<file path="config.mk">
export PLATFORM = sky130hd
export DESIGN_NAME = fp32_subtractor
export DESIGN_NICKNAME = d
export VERILOG_FILES = /design/src/rtl/fp32_subtractor.sv
export SDC_FILE = /design/constraint.sdc
export NUM_CORES = 1
export LEC_CHECK = 0
export ABC_AREA = 1
export BUFFER_PORTS_ARGS = -buffer_cell sky130_fd_sc_hd__buf_2
export CELL_PAD_IN_SITES_DETAIL_PLACEMENT = 1
export CELL_PAD_IN_SITES_GLOBAL_PLACEMENT = 2
export CORE_MARGIN = 2
export CORE_UTILIZATION = 33
export CTS_BUF_LIST = sky130_fd_sc_hd__clkbuf_4 sky130_fd_sc_hd__clkbuf_8
export CTS_CLUSTER_DIAMETER = 40
export CTS_CLUSTER_SIZE = 16
export DETAILED_ROUTE_END_ITERATION = 10
export MAX_ROUTING_LAYER = met4
export PLACE_DENSITY_LB_ADDON = 0.08
export SYNTH_ARGS = -nofsm -noshare
export SYNTH_HDL_FRONTEND = slang
export SYNTH_SLANG_ARGS = --single-unit
</file>
<file path="constraint.sdc">
create_clock -name clk -period 4.5 [get_ports clk]
set_input_delay 0.45 -clock clk [delete_from_list [all_inputs] [get_ports clk]]
set_output_delay 0.45 -clock clk [all_outputs]
set_load 0.02 [all_outputs]
</file>
<file path="src/rtl/fp32_subtractor.sv">
// rtl/fp32_subtractor.sv - IEEE-754 single-precision subtractor z = a - b with stb/ack handshakes
module fp32_subtractor (
   input  logic        clk,
   input  logic        rst,
   input  logic [31:0] input_a,
   input  logic        input_a_stb,
   output logic        input_a_ack,
   input  logic [31:0] input_b,
   input  logic        input_b_stb,
   output logic        input_b_ack,
   output logic [31:0] output_z,
   output logic        output_z_stb,
   input  logic        output_z_ack
);

   typedef enum logic [3:0] {
      GET_A, GET_B, UNPACK, SPECIAL, ALIGN, ADD0, ADD1,
      NORM1, NORM2, ROUND, PACK, PUT_Z
   } state_t;

   state_t state, next_state;

   logic [31:0]        a, b;
   logic [26:0]        a_m, b_m;
   logic signed [9:0]  a_e, b_e, z_e;
   logic               a_s, b_s, z_s;
   logic [27:0]        sum;
   logic [23:0]        z_m;
   logic               guard, round_bit, sticky;

   logic               special_hit;
   logic [31:0]        special_z;
   logic               a_nan, b_nan, a_inf, b_inf, a_zero, b_zero;

   // State register
   always_ff @(posedge clk) begin
      if (rst) state <= GET_A;
      else     state <= next_state;
   end

   // Next-state decode; loops in ALIGN/NORM1/NORM2 run one shift per cycle
   always_comb begin
      next_state = state;
      case (state)
         GET_A:   if (input_a_stb && input_a_ack) next_state = GET_B;
         GET_B:   if (input_b_stb && input_b_ack) next_state = UNPACK;
         UNPACK:  next_state = SPECIAL;
         SPECIAL: next_state = special_hit ? PUT_Z : ALIGN;
         ALIGN:   if (a_e == b_e) next_state = ADD0;
         ADD0:    next_state = ADD1;
         ADD1:    next_state = NORM1;
         NORM1:   if (!(z_m[23] == 1'b0 && z_e > -10'sd126)) next_state = NORM2;
         NORM2:   if (!(z_e < -10'sd126)) next_state = ROUND;
         ROUND:   next_state = PACK;
         PACK:    next_state = PUT_Z;
         PUT_Z:   if (output_z_stb && output_z_ack) next_state = GET_A;
         default: next_state = GET_A;
      endcase
   end

   // Special-operand decode: NaN, infinity and zero shortcuts (b already negated in b_s)
   always_comb begin
      a_nan  = (&a[30:23]) && (|a[22:0]);
      b_nan  = (&b[30:23]) && (|b[22:0]);
      a_inf  = (&a[30:23]) && !(|a[22:0]);
      b_inf  = (&b[30:23]) && !(|b[22:0]);
      a_zero = (a[30:0] == 31'd0);
      b_zero = (b[30:0] == 31'd0);
      special_hit = 1'b1;
      special_z   = 32'h7FC0_0000;
      if (a_nan || b_nan) begin
         special_z = 32'h7FC0_0000;
      end else if (a_inf) begin
         if (b_inf && (a_s != b_s)) special_z = 32'h7FC0_0000;
         else                       special_z = {a_s, 8'hFF, 23'd0};
      end else if (b_inf) begin
         special_z = {b_s, 8'hFF, 23'd0};
      end else if (a_zero && b_zero) begin
         special_z = {a_s & b_s, 31'd0};
      end else if (a_zero) begin
         special_z = {b_s, b[30:0]};
      end else if (b_zero) begin
         special_z = a;
      end else begin
         special_hit = 1'b0;
      end
   end

   // Registered handshakes and arithmetic datapath, one step per state
   always_ff @(posedge clk) begin
      if (rst) begin
         input_a_ack  <= 1'b0;
         input_b_ack  <= 1'b0;
         output_z_stb <= 1'b0;
         output_z     <= 32'd0;
      end else begin
         input_a_ack  <= (next_state == GET_A);
         input_b_ack  <= (next_state == GET_B);
         output_z_stb <= (next_state == PUT_Z);
         case (state)
            GET_A: if (input_a_stb && input_a_ack) a <= input_a;
            GET_B: if (input_b_stb && input_b_ack) b <= input_b;
            UNPACK: begin
               a_m <= {(|a[30:23]), a[22:0], 3'b000};
               b_m <= {(|b[30:23]), b[22:0], 3'b000};
               a_e <= (a[30:23] == 8'd0) ? -10'sd126 : $signed({2'b00, a[30:23]}) - 10'sd127;
               b_e <= (b[30:23] == 8'd0) ? -10'sd126 : $signed({2'b00, b[30:23]}) - 10'sd127;
               a_s <= a[31];
               b_s <= ~b[31];
            end
            SPECIAL: if (special_hit) output_z <= special_z;
            ALIGN: begin
               if (a_e > b_e) begin
                  b_e <= b_e + 10'sd1;
                  b_m <= {1'b0, b_m[26:2], b_m[1] | b_m[0]};
               end else if (a_e < b_e) begin
                  a_e <= a_e + 10'sd1;
                  a_m <= {1'b0, a_m[26:2], a_m[1] | a_m[0]};
               end
            end
            ADD0: begin
               z_e <= a_e;
               if (a_s == b_s) begin
                  sum <= {1'b0, a_m} + {1'b0, b_m};
                  z_s <= a_s;
               end else if (a_m > b_m) begin
                  sum <= {1'b0, a_m} - {1'b0, b_m};
                  z_s <= a_s;
               end else if (a_m < b_m) begin
                  sum <= {1'b0, b_m} - {1'b0, a_m};
                  z_s <= b_s;
               end else begin
                  sum <= 28'd0;
                  z_s <= 1'b0;
               end
            end
            ADD1: begin
               if (sum[27]) begin
                  z_m       <= sum[27:4];
                  guard     <= sum[3];
                  round_bit <= sum[2];
                  sticky    <= sum[1] | sum[0];
                  z_e       <= z_e + 10'sd1;
               end else begin
                  z_m       <= sum[26:3];
                  guard     <= sum[2];
                  round_bit <= sum[1];
                  sticky    <= sum[0];
               end
            end
            NORM1: begin
               if (z_m[23] == 1'b0 && z_e > -10'sd126) begin
                  z_e       <= z_e - 10'sd1;
                  z_m       <= {z_m[22:0], guard};
                  guard     <= round_bit;
                  round_bit <= 1'b0;
               end
            end
            NORM2: begin
               if (z_e < -10'sd126) begin
                  z_e       <= z_e + 10'sd1;
                  z_m       <= {1'b0, z_m[23:1]};
                  guard     <= z_m[0];
                  round_bit <= guard;
                  sticky    <= sticky | round_bit;
               end
            end
            ROUND: begin
               if (guard && (round_bit || sticky || z_m[0])) begin
                  z_m <= z_m + 24'd1;
                  if (z_m == 24'hFF_FFFF) z_e <= z_e + 10'sd1;
               end
            end
            PACK: begin
               if (z_e > 10'sd127)
                  output_z <= {z_s, 8'hFF, 23'd0};
               else if (z_e == -10'sd126 && !z_m[23])
                  output_z <= {z_s, 8'h00, z_m[22:0]};
               else
                  output_z <= {z_s, z_e[7:0] + 8'd127, z_m[22:0]};
            end
            default: ;
         endcase
      end
   end

endmodule

</file>
# After elaboration in Yosys (flattened, before gate mapping)
# Cells that the tools add are included.
[totals]
in_bits = 69
output_inout_bits = 35
elab_cells = 185
ff_bits = 245
[op_classes]
n_addsub = 11
eq_ne = 27
n_reduce_logical = 47
magnitude_cmp = 7
bitwise_logic = 8
mux = 65
[ops]
columns = ["operator", "n"]
rows = [
  ["$mux 32", 8],
  ["$pmux 27 s2", 2],
  ["$mux 10", 10],
  ["$mux 24", 4],
  ["$pmux 24 s4", 1],
  ["$mux 28", 3],
  ["$mux 27", 3],
  ["$pmux 32 s2", 1],
  ["$logic_not 31->1", 2],
  ["$mux 31", 2],
  ["$sub 27x27->28", 2],
  ["$pmux 10 s5", 1],
  ["$pmux 4 s12", 1],
  ["$reduce_or 23->1", 2],
  ["$pmux 10 s2", 2],
  ["$add 10x2->10 const B", 3],
  ["$add 27x27->28", 1],
  ["$mux 4", 7],
  ["$gt 27x27->1", 1],
  ["$lt 27x27->1", 1],
  ["$add 24x1->24 const B", 1],
  ["$eq 24x24->1 const B", 1],
  ["$eq 4x4->1 const B", 5],
  ["$gt 10x8->1 const B", 2],
  ["other kinds (36)", 99],
]

# Longest topological paths before layout
# Gate-level depths: netlist (run 1).
[logic_depth]
depth_word = 10
mapped_depth = 17
depth_no_buf = 16

# Least setup slack after synthesis (run 1)
# No wires, ideal clock.
[synth_path]
path_kind = "reg2reg"
startpoint = "register a_e[1]"
endpoint = "register b_e[0] (enable)"
setup_slack_ns = 0.066
setup_time_ns = 0.483
n_path_buf = 0
arrival_ns = 3.952
synth_period_minus_slack_ns = 4.434
t_required_ns = 4.017
path_stages_with_launch = 12
cell_sequence = "edfxtp_1 ha_1 inv_1 o21bai_1 a21boi_0 o21ai_0 nand2_1 nand2_1 nand2_1 nand2_1 nand2_1 o21ai_0"
[synth_between]
elab_chain_len = 3
[synth_rtl]
columns = ["element", "line", "text"]
rows = [
  ["from (decl)", "25", "logic signed [9:0] a_e, b_e, z_e;"],
  ["from (signal assigned)", "106", "a_e <= (a[30:23] == 8'd0) ? -10'sd126 : $signed({2'b00, a[30:23]}) - 10'sd127;"],
  ["from (signal assigned)", "117", "a_e <= a_e + 10'sd1;"],
  ["$gt 10x10->1", "113", "if (a_e > b_e) begin"],
  ["$ne 2x2->1 (no line)", "n/a", ""],
  ["$reduce_and 3->1 (no line)", "n/a", ""],
  ["to (signal assigned)", "107", "b_e <= (b[30:23] == 8'd0) ? -10'sd126 : $signed({2'b00, b[30:23]}) - 10'sd127;"],
  ["to (signal assigned)", "114", "b_e <= b_e + 10'sd1;"],
  ["to (decl)", "25", ""],
]
# No other way between the ends.
# A chain may end at the register's enable or synchronous reset.

# Final worst setup path (run 1)
[layout_path]
startpoint = "register a_m[25]"
endpoint = "register sum[9] (data pin)"
[layout_between]
elab_chain_len = 4
[layout_rtl]
columns = ["element", "line", "text"]
rows = [
  ["from (decl)", "24", "logic [26:0] a_m, b_m;"],
  ["from (signal assigned)", "104", "a_m <= {(|a[30:23]), a[22:0], 3'b000};"],
  ["from (signal assigned)", "118", "a_m <= {1'b0, a_m[26:2], a_m[1] | a_m[0]};"],
  ["$lt 27x27->1", "129", "end else if (a_m < b_m) begin"],
  ["$mux 28", "129", ""],
  ["$mux 28 *", "126", "end else if (a_m > b_m) begin"],
  ["$mux 28 *", "123", "if (a_s == b_s) begin"],
  ["to (signal assigned)", "124", "sum <= {1'b0, a_m} + {1'b0, b_m};"],
  ["to (signal assigned)", "127", "sum <= {1'b0, a_m} - {1'b0, b_m};"],
  ["to (signal assigned)", "130", "sum <= {1'b0, b_m} - {1'b0, a_m};"],
  ["to (decl)", "27", "logic [27:0] sum;"],
]
# Mark *: on every way between the ends. The rest lies on a longest branch, timed or not.

==> results.md, run 1 <==
* Final ANT Viol Nets at 0
* Vias in the first global route at 19.6k
* Crit path DAT at 4.49 ns
* Total of max-cap violations at 0
* Leak at between 10 and 15 nW
* CTS sink count at between 200 and 250
* Via density at slightly above 5
* Total Routing Usage GR at 28.6%
* Maximum number of pins on one net before global-route repair at between 70 and 80
* Routed len/inst at between 20 and 25 um
* F_max at between 200 and 250 MHz
* Fraction of layout cells with a size suffix above 1 at a little over a tenth
* Synth Cell Area at 0.0189 mm2
* Port bufs at 103
* Slew Viols, Final at 0
* Die Area at ~0.059 mm2
* First-pass GRT wire length at 124 mm
* Worst clock skew at between 0.03 and 0.04 ns
* Synth warn at 0
* Core area at ~0.057 mm2
* Antenna diodes at 0
* Initial core utilization at between 30% and 40%
* Initial DRC count at roughly 1.1k
* Post-Synth Simple-Gate Area at roughly a third
* Reg2Reg Setup Slack at 0.43 ns
* Crit start category: flop
* Area occupied by multi-input gates at 0.0101 mm2
* Min Hold Slack at 0.159 ns
* Library cells used by synthesis at 58
* CTS max path bufs at 3
* Register area at about 0.007 mm2
* Drt drc at 0
* Main synth FF type: edfxtp_1
* # setup viols final at 0
* Fillers at between 7k and 8k
* Fin crit share at 90.4%
* Sequential share of the synthesized area at 36.8%
* Worst-path clk slew at 0.07 ns
* Status: complete, no violations
* Inserted Clock Buffers at 53
* Largest family of logic cells by synthesized area: simple AND/OR/NAND/NOR gates
* CTS tree: done
* Dpl hpwl at approximately 65 mm
* Initial antenna violation count at 0
* Drt pass-1 iters at 6
* Worst-path maximum fanout at 11
* Htree depth at 2
* Final wirelength at around 83 mm
* #FFs+latches synth at 245
* Slew margin rel. at 21.7%
* DIE WIDTH at between 200 and 250 um
* Layout Nets at roughly 3.0k
* Slew @ Worst Pin at between 1 and 1.5 ns
* HP Class: input port to flop
* Setup Fix Bufs, Post-CTS at 0
* Required @ worst endpoint at between 4 and 5 ns
* Min cycle time layout at ~4.1 ns
* Gpl congestion at ~0.92
* Compound-cell area share of the yosys netlist at between 10% and 20%
* Vias at approximately 19k
* Crit. End Element: flop
* Area growth, synth to finish at 15.8%
* RSZ-0062 raised after global routing: no
* GRT overflow at 0
* Setup_tns at 0 ns
* Xor and xnor area share after synthesis at ~2.5%
* Async SR Flop Fraction at 0%
* Design Power at between 0.005 and 0.006 W
* Row cnt at 87
* Number of synthesized flops with an enable pin at 206
* Kind of critical path: flop to flop
* Mapped Nets at about 2.9k
* Fin. Hold Viols at 0
* Post-Synthesis Cells at 2673
* Mux contribution to synthesized area at 0%
* Maximum vdd drop at 232 uV
* Util after Layout at about 39%
* PwrDens at ~260 mW/mm2
* Die height at roughly 240 um
* Root Buffer: clkbuf_8
* Clk Latency, worst-skew pair at a little under 0.7 ns
* IO Count at 104
* Synth Area in Adders at 7.63%
* Syn_area_per_cell at 7.08 um2
[where the power goes]
group | total [W] | switching, W | internal [W]
logic | 0.000246 | 0.000144 | 0.000102
registers | 0.00249 | 0.0000250 | 0.00247
clock network | 0.00286 | 0.00140 | 0.00146
total | 0.00559 | 0.00157 | 0.00402
[layout by cell type, fill, tap and decap left out, types with 7 or more instances in the layout]
cell type | Yosys | routed
nand3_2 | 8 | 8
inv_6 | 0 | 12
ha_1 | 109 | 109
inv_1 | 345 | 345
nand2_1 | 872 | 870
nand3_1 | 169 | 169
o21ai_1 | 30 | 30
buf_4 | 9 | 17
clkbuf_8 | 0 | 55
a21oi_1 | 109 | 109
o21bai_1 | 15 | 15
dfxtp_1 | 39 | 39
buf_2 | 25 | 103
nor2_1 | 242 | 239
o2111ai_1 | 19 | 19
nor3_1 | 31 | 30
o21ai_0 | 171 | 170
o22ai_1 | 9 | 9
clkinvlp_4 | 0 | 7
xnor2_1 | 7 | 7
nand4_1 | 43 | 43
dlygate4sd3_1 | 0 | 64
nand2_4 | 6 | 7
edfxtp_1 | 206 | 206
inv_2 | 20 | 20
xor2_1 | 47 | 47
a31oi_1 | 9 | 9
nor2_2 | 5 | 7
nand2_2 | 7 | 8
[worst max-delay path, stage by stage, from the launching register on]
cell and delay, ns:
edfxtp_1 0.40, inv_1 0.08, ha_1 0.62, nand2_1 0.19, nor2_1 0.47, nand2_1 0.20, nor4_1 0.68, nand2_1 0.28
nand2_1 0.61, o21ai_1 0.13, nand2_1 0.09, nand2_1 0.06
[routing by layer]
layer	part of all wire [%]	up-vias	global-route usage [%]
li1	-	9034	-
met1	47	9206	38.1
met2	45	422	44.0
met3	4.6	145	4.76
met4	3.5	0	9.49
met5	0	-	-
[metrics by stage]
step	setup slack (ns)	cell area [um2]	std cells
detailed placement	0.494	20100	3465
global route	0.151	21900	3629
floorplan	0.0656	18900	2673
global placement	0.523	20100	3465
CTS	0.497	21900	3629
finish	0.433	21900	3629
[sequential cells by signal, indices dropped and copies added, names as in the netlist, 4 cells and up]
| register | flops |
|---|---|
| a_e | 10 |
| b | 32 |
| z_m | 24 |
| a | 32 |
| b_m | 27 |
| a_m | 27 |
| state | 4 |
| z_e | 10 |
| sum | 28 |
| b_e | 10 |
| output_z | 32 |
[path summary, 6_finish.rpt]
check          startpoint      endpoint  depth (start not counted)
max reg2reg       a_m[25]        sum[9]                         11
min reg2reg  output_z[15]  output_z[15]                          2
max               a_m[25]        sum[9]                         11
min                   rst  output_z[31]                          2
[cell usage after synthesis (15+ instances only)]
master | number | area share [%]
inv_2 | 20 | 0.40
clkbuf_1 | 34 | 0.67
nand3_1 | 169 | 4.5
xor2_1 | 47 | 2.2
a21oi_1 | 109 | 2.9
o21bai_1 | 15 | 0.59
edfxtp_1 | 206 | 33
dfxtp_1 | 39 | 4.1
nand2_1 | 872 | 17
nand4_1 | 43 | 1.4
o21ai_1 | 30 | 0.79
ha_1 | 109 | 7.2
inv_1 | 345 | 6.8
buf_2 | 25 | 0.66
o21ai_0 | 171 | 4.5
nor3_1 | 31 | 0.82
buf_6 | 16 | 0.95
nor2_1 | 242 | 4.8
o2111ai_1 | 19 | 0.88
[timing repair]
action | 4_1_cts | 5_1_grt
gates resized for setup | 0 | 0
hold buffers | 64 | 0
endpoints found under the hold margin | 64 | 0
[layout make-up]
cell class	instances	area share (%)
Tap cell	756	4.31
Sequential cell	245	31.8
Timing Repair Buffer	184	5.85
Clock inverter	41	1.97
Clock buffer	59	3.59
Inverter	369	6.34
Multi-Input combinational cell	1975	46.2
[cell families (layout without fill, tap and decap cells)]
group                    Yosys count  in the layout
XOR/XNOR                          54             54
AND/OR/NAND/NOR                 1414           1414
buffers and inverters            453            653
adder cells (fa/ha/maj)          113            113
flip-flops                       245            245
AO/OA/AOI/OAI                    394            394
(Power assumes the default switching activity.)
==> run 2, diff against run 1 <==
Settings changed: PLACE_DENSITY set to 0.85, PLACE_DENSITY_LB_ADDON 0.08 to unset.
==> run 2 against run 1 <==
Sequential cell count unchanged. Die area unchanged. Non-clock buffer count decreased by 6. Via count increased by 1.5%. Critical path type unchanged. Largest cell class unchanged. Setup slack improved by 0.21 ns. Utilization decreased by 0.35 points. First-iteration DRC count increased by 39%. Critical endpoint is now sum[11]. Sequential share of layout area increased by 0.29 points. Combinational power about the same. Total power decreased by 4.4%. Clock power decreased by 8.7%.
==> results.md, run 2 (same netlist as run 1, synthesis figures left out) <==
* HP Class: input port to flop
* Required @ worst endpoint at 4.86 ns (-0.07 ns)
* Crit. End Element: flop
* Critical path buffer and inverter count at 0 (-1)
* Design Power at 0.00535 W (-4.4%)
* Crit path max-delay family: simple AND/OR/NAND/NOR gates
* Regs by FF count: a x32, b x32, output_z x32
* Htree depth at 2 (unchanged)
* Slew margin rel. at 24.7% (+3.0 points)
* CTS tree: done
* Drt pass-1 iters at 5 (-1)
* Fin. Hold Viols at 0 (unchanged)
* Fin crit share at 85.7% (-4.7 points)
* Fraction of layout cells with a size suffix above 1 at 9.95% (-0.53 points)
* Setup_tns at 0 ns (unchanged)
* Root Buffer: clkbuf_8
* Gpl congestion at 1.01 (+9.6%)
* Final wirelength at 79.8 mm (-3.9%)
* CP max stage cell: nor4_1
* Fillers at 7198 (+0.45%)
* # setup viols final at 0 (unchanged)
* Crit path DAT at 4.22 ns (-0.27 ns)
* Drt drc at 0 (unchanged)
* Initial DRC count at 1544 (+39%)
* Dpl hpwl at 61.9 mm (-4.9%)
* Leak at 10.2 nW (-0.97%)
* Inserted Clock Buffers at 48 (-9.4%)
* Crit path largest cell delay at 0.66 ns (-0.02 ns)
* Commonest cells after routing, fill and taps aside: 870 x nand2_1, 345 x inv_1, 239 x nor2_1, 206 x edfxtp_1, 170 x o21ai_0
* Worst-path maximum fanout at 11 (unchanged)
* Core area at 0.0566 mm2 (unchanged)
* Setup Fix Bufs, Post-CTS at 0 (unchanged)
* Clk Latency, worst-skew pair at 0.66 ns (-0.03 ns)
* F_max at 259 MHz (+5.5%)
* Cell Chain, Critical Path: ha_1, nand2_1, nor2_1, nand2_1, nor4_1, nand2_1, nand2_1, o21ai_2, nand2_1, nand2_1
* Slew @ Worst Pin at 1.13 ns (-0.0418 ns)
* GRT overflow at 0 (unchanged)
* IO Count at 104 (unchanged)
* First-pass GRT wire length at 120 mm (-3.5%)
* Min Hold Slack at 0.0527 ns (-0.106 ns)
* Die height at 244 um (unchanged)
* Most frequent cell on the critical path: nand2_1
* CTS max path bufs at 3 (unchanged)
* Via density at 5.28 (+2.0%)
* Post-CTS Resized at 0 (unchanged)
* Slew Viols, Final at 0 (unchanged)
* Area growth, synth to finish at 14.7%
* RSZ-0062 raised after global routing: no
* Row cnt at 87 (unchanged)
* Total Routing Usage GR at 27.3% (-1.3 points)
* PwrDens at 246 mW/mm2 (-3.5%)
* Initial core utilization at 33.5% (unchanged)
* Final ANT Viol Nets at 0 (unchanged)
* Commonest non-fill, non-tap cell in the layout: nand2_1
* Maximum number of pins on one net before global-route repair at 98 (+29%)
* Status: complete, no violations
* Crit start category: flop
* Worst-path clk slew at 0.08 ns (about the same)
* Layout Nets at 2999 (-0.37%)
* Routed len/inst at 22.1 um (-3.4%)
* Vias at 19.1k (+1.5%)
* CTS sink count at 245 (unchanged)
* Kind of critical path: flop to flop
* Worst clock skew at 0.0430 ns (+0.00827 ns)
* Port bufs at 103 (unchanged)
* Maximum vdd drop at 382 uV (+65%)
* Initial antenna violation count at 2 (+2)
* Placement Cell Area at 0.0200 mm2 (-0.11%)
* Vias in the first global route at 19.2k (-2.0%)
* Total of max-cap violations at 0 (unchanged)
* DIE WIDTH at 244 um (unchanged)
* Min cycle time layout at 3.86 ns (-0.211 ns)
* Die Area at 0.0593 mm2 (unchanged)
* Fin area at 0.0217 mm2 (-0.91%)
run 2: cell count changes in the layout (fill, tap and decap cells not counted), sizes merged:
cell / delta
clkbuf: -9
clkinv: +2
clkinvlp: -2
buf: -3
dlygate4sd3: -3
inv: -3
diode: +1
run 2: cell type report:
cell class	instances	area (um2)	area share, %
multi-input cells	1975	10100	46.6
flip-flops and latches	245	6970	32.1
inverters	369	1390	6.40
repair buffers	178	1230	5.67
well taps	756	946	4.35
clock buffers	50	682	3.14
clock inverters	38	387	1.78
diodes	1	2.50	0.0115
run 2: metal layers:
metal | vias to the layer above | routed length (um) | track usage (%)
met5 | - | 0 | -
met4 | 0 | 2370 | 8.23
met3 | 121 | 4790 | 3.21
met2 | 585 | 36800 | 43.4
met1 | 9374 | 35800 | 36.3
li1 | 9005 | - | -
run 2: final timing paths:
path / startpoint / endpoint / slack, ns / cells after the start
worst max-delay path: b_m[25] / sum[11] / 0.64 / 10
worst min register to register: output_z[9] / output_z[9] / 0.50 / 2
worst max register to register: b_m[25] / sum[11] / 0.64 / 10
worst min-delay path: input_b[1] / b[1] / 0.05 / 1
run 2: per-stage QoR:
| step | utilization (%) | setup WS [ns] | instances |
|---|---|---|---|
| floorplan | - | 0.0656 | 2673 |
| global placement | 35.4 | 0.961 | 3462 |
| detailed placement | 35.4 | 0.824 | 3462 |
| CTS | 38.4 | 0.800 | 3611 |
| global route | 38.4 | 0.604 | 3611 |
| finish | 38.4 | 0.643 | 3612 |
run 2: what timing repair did:
action | in CTS | in global routing
setup endpoints to repair | 0 | 0
hold buffers | 61 | 0
endpoints found under the hold margin | 61 | 0
run 2: power breakdown:
part           switching [W]  total (W)  internal (W)
logic               0.000148   0.000248      0.000100
clock network        0.00132    0.00261       0.00129
registers          0.0000221    0.00249       0.00246
==> run 3, diff against run 2 <==
Settings changed: HOLD_SLACK_MARGIN set to 0.08, SKIP_CTS_REPAIR_TIMING set to 1.
==> run 3 against run 2 <==
Setup slack better by 0.0029 ns. Maximum frequency hardly changed. Clock-buffer cell count stayed put. Worst hold slack better by 0.11 ns. Sequential share of layout area hardly changed. Via count is 0.19% lower. Combinational power hardly changed. Sequential cell count stayed put. Cell area is 0.14% higher. Utilization is 0.053 points higher. Die area stayed put. Largest cell class unchanged.
==> results.md, run 3 (same netlist as run 1, synthesis figures left out) <==
* Worst-path clk slew at 0.08 ns (about the same)
* Reg2Reg Depth at 10 (unchanged)
* Dpl hpwl at 61.9 mm (unchanged)
* Fraction of layout cells with a size suffix above 1 at 9.94% (-0.010 points)
* Final wirelength at 79.6 mm (-0.19%)
* Vias at 19.0k (-0.19%)
* Hold Crit Depth at 2 (+1)
* Inserted Clock Buffers at 48 (unchanged)
* RSZ-0062 raised after global routing: no
* Crit start category: flop
* Vias in the first global route at 18.8k (-1.9%)
* Worst clock skew at 0.0408 ns (-0.00218 ns)
* PwrDens at 245 mW/mm2 (-0.31%)
* Placed cells at 3462 (unchanged)
* Total Routing Usage GR at 26.4% (-0.84 points)
* Slew margin rel. at 25.4% (+0.71 points)
* CP max stage cell: nor4_1
* Dpl ws at 0.824 ns (unchanged)
* CTS sink count at 245 (unchanged)
* Total of max-cap violations at 0 (unchanged)
* Gpl congestion at 1.01 (unchanged)
* DIE WIDTH at 244 um (unchanged)
* CTS tree: done
* First-pass GRT wire length at 116 mm (-2.8%)
* Maximum vdd drop at 205 uV (-46%)
* Setup_tns at 0 ns (unchanged)
* Drt drc at 0 (unchanged)
* Min Hold Slack at 0.162 ns (+0.109 ns)
* Slew Viols, Final at 0 (unchanged)
* Crit path DAT at 4.22 ns (about the same)
* Routed len/inst at 22.0 um (-0.28%)
* Slew @ Worst Pin at 1.11 ns (-0.0105 ns)
* HP Class: input port to flop
* Core area at 0.0566 mm2 (unchanged)
* Regs by FF count: a x32, b x32, output_z x32
* Port bufs at 103 (unchanged)
* GRT overflow at 0 (unchanged)
* Worst-path maximum fanout at 11 (unchanged)
* Crit path largest cell delay at 0.64 ns (-0.02 ns)
* # setup viols final at 0 (unchanged)
* Fin crit share at 85.6% (about the same)
* Initial antenna violation count at 3 (+1)
* Row cnt at 87 (unchanged)
* Area growth, synth to finish at 14.9%
* Commonest cells after routing, fill and taps aside: 870 x nand2_1, 345 x inv_1, 239 x nor2_1, 206 x edfxtp_1, 170 x o21ai_0
* Htree depth at 2 (unchanged)
* Clk Latency, worst-skew pair at 0.66 ns (about the same)
* Initial DRC count at 1539 (-0.32%)
* CTS max path bufs at 3 (unchanged)
* Crit. End Element: flop
* Via density at 5.27 (-0.28%)
* IO Count at 104 (unchanged)
* Initial core utilization at 33.5% (unchanged)
* Root Buffer: clkbuf_8
* Cell Chain, Critical Path: ha_1, nand2_1, nor2_1, nand2_1, nor4_1, nand2_1, nand2_1, o21ai_2, nand2_1, nand2_1
* Kind of critical path: flop to flop
* Status: complete, no violations
* Leak at 10.2 nW (+0.12%)
* Die height at 244 um (unchanged)
* Commonest non-fill, non-tap cell in the layout: nand2_1
* Setup ws final at 0.646 ns (+0.00289 ns)
* Fin. Hold Viols at 0 (unchanged)
* Required @ worst endpoint at 4.87 ns (about the same)
* Util after Layout at 38.4% (+0.053 points)
* Min cycle time layout at 3.85 ns (-0.00289 ns)
* Drt pass-1 iters at 5 (unchanged)
* Most frequent cell on the critical path: nand2_1
* Final ANT Viol Nets at 0 (unchanged)
* Maximum number of pins on one net before global-route repair at 98 (unchanged)
* Post-route insts no fill at 3615 (+0.083%)
* F_max at 259 MHz (about the same)
* Die Area at 0.0593 mm2 (unchanged)
* Layout Nets at 3002 (+0.10%)
==> run 3: changes by cell type in the layout (fill, tap and decap cells not counted) <==
cell,before,now
dlygate4sd3_1,61,64
==> run 3: through the flow <==
| step | power (W) | instance area, um2 |
|---|---|---|
| detailed placement | 0.00274 | 20000 |
| global placement | 0.00273 | 20000 |
| CTS | 0.00531 | 21100 |
| finish | 0.00534 | 21800 |
| floorplan | 0.00264 | 18900 |
| global route | 0.00549 | 21800 |
==> run 3: cell type report <==
cell class / count / area (um2)
antenna: 1 / 2.50
clock inverter: 38 / 387
clock buffer: 50 / 682
inverter: 369 / 1390
tap: 756 / 946
multi-input combinational: 1975 / 10100
fill: 7196 / 34800
sequential: 245 / 6970
timing repair buffer: 181 / 1260
==> run 3: per-layer routing <==
metal	routed length, um	global-route usage [%]	share of wire [%]
met5	0	-	0
met4	2150	7.64	2.7
met2	36900	41.3	46
met1	36500	36.0	46
met3	4010	3.08	5.0
==> run 3: critical path, delay by kind of cell (launching register included) <==
| kind | cells | cell delay [ns] |
|---|---|---|
| flops | 1 | 0.44 |
| simple gates | 8 | 2.42 |
| compound gates | 1 | 0.08 |
| fa+ha+maj | 1 | 0.61 |
==> run 3: report_power, final <==
group | internal, W | total, W | switching (W)
combinational | 0.000102 | 0.000250 | 0.000148
clock | 0.00129 | 0.00260 | 0.00131
sequential | 0.00246 | 0.00249 | 0.0000221
total | 0.00386 | 0.00534 | 0.00148
==> run 3: path summary, 6_finish.rpt <==
check / to / slack (ns) / startpoint
hold reg to reg: output_z[9] / 0.51 / output_z[9]
hold / removal: state[1] / 0.16 / rst
setup reg to reg: sum[11] / 0.65 / b_m[25]
setup / recovery: sum[11] / 0.65 / b_m[25]
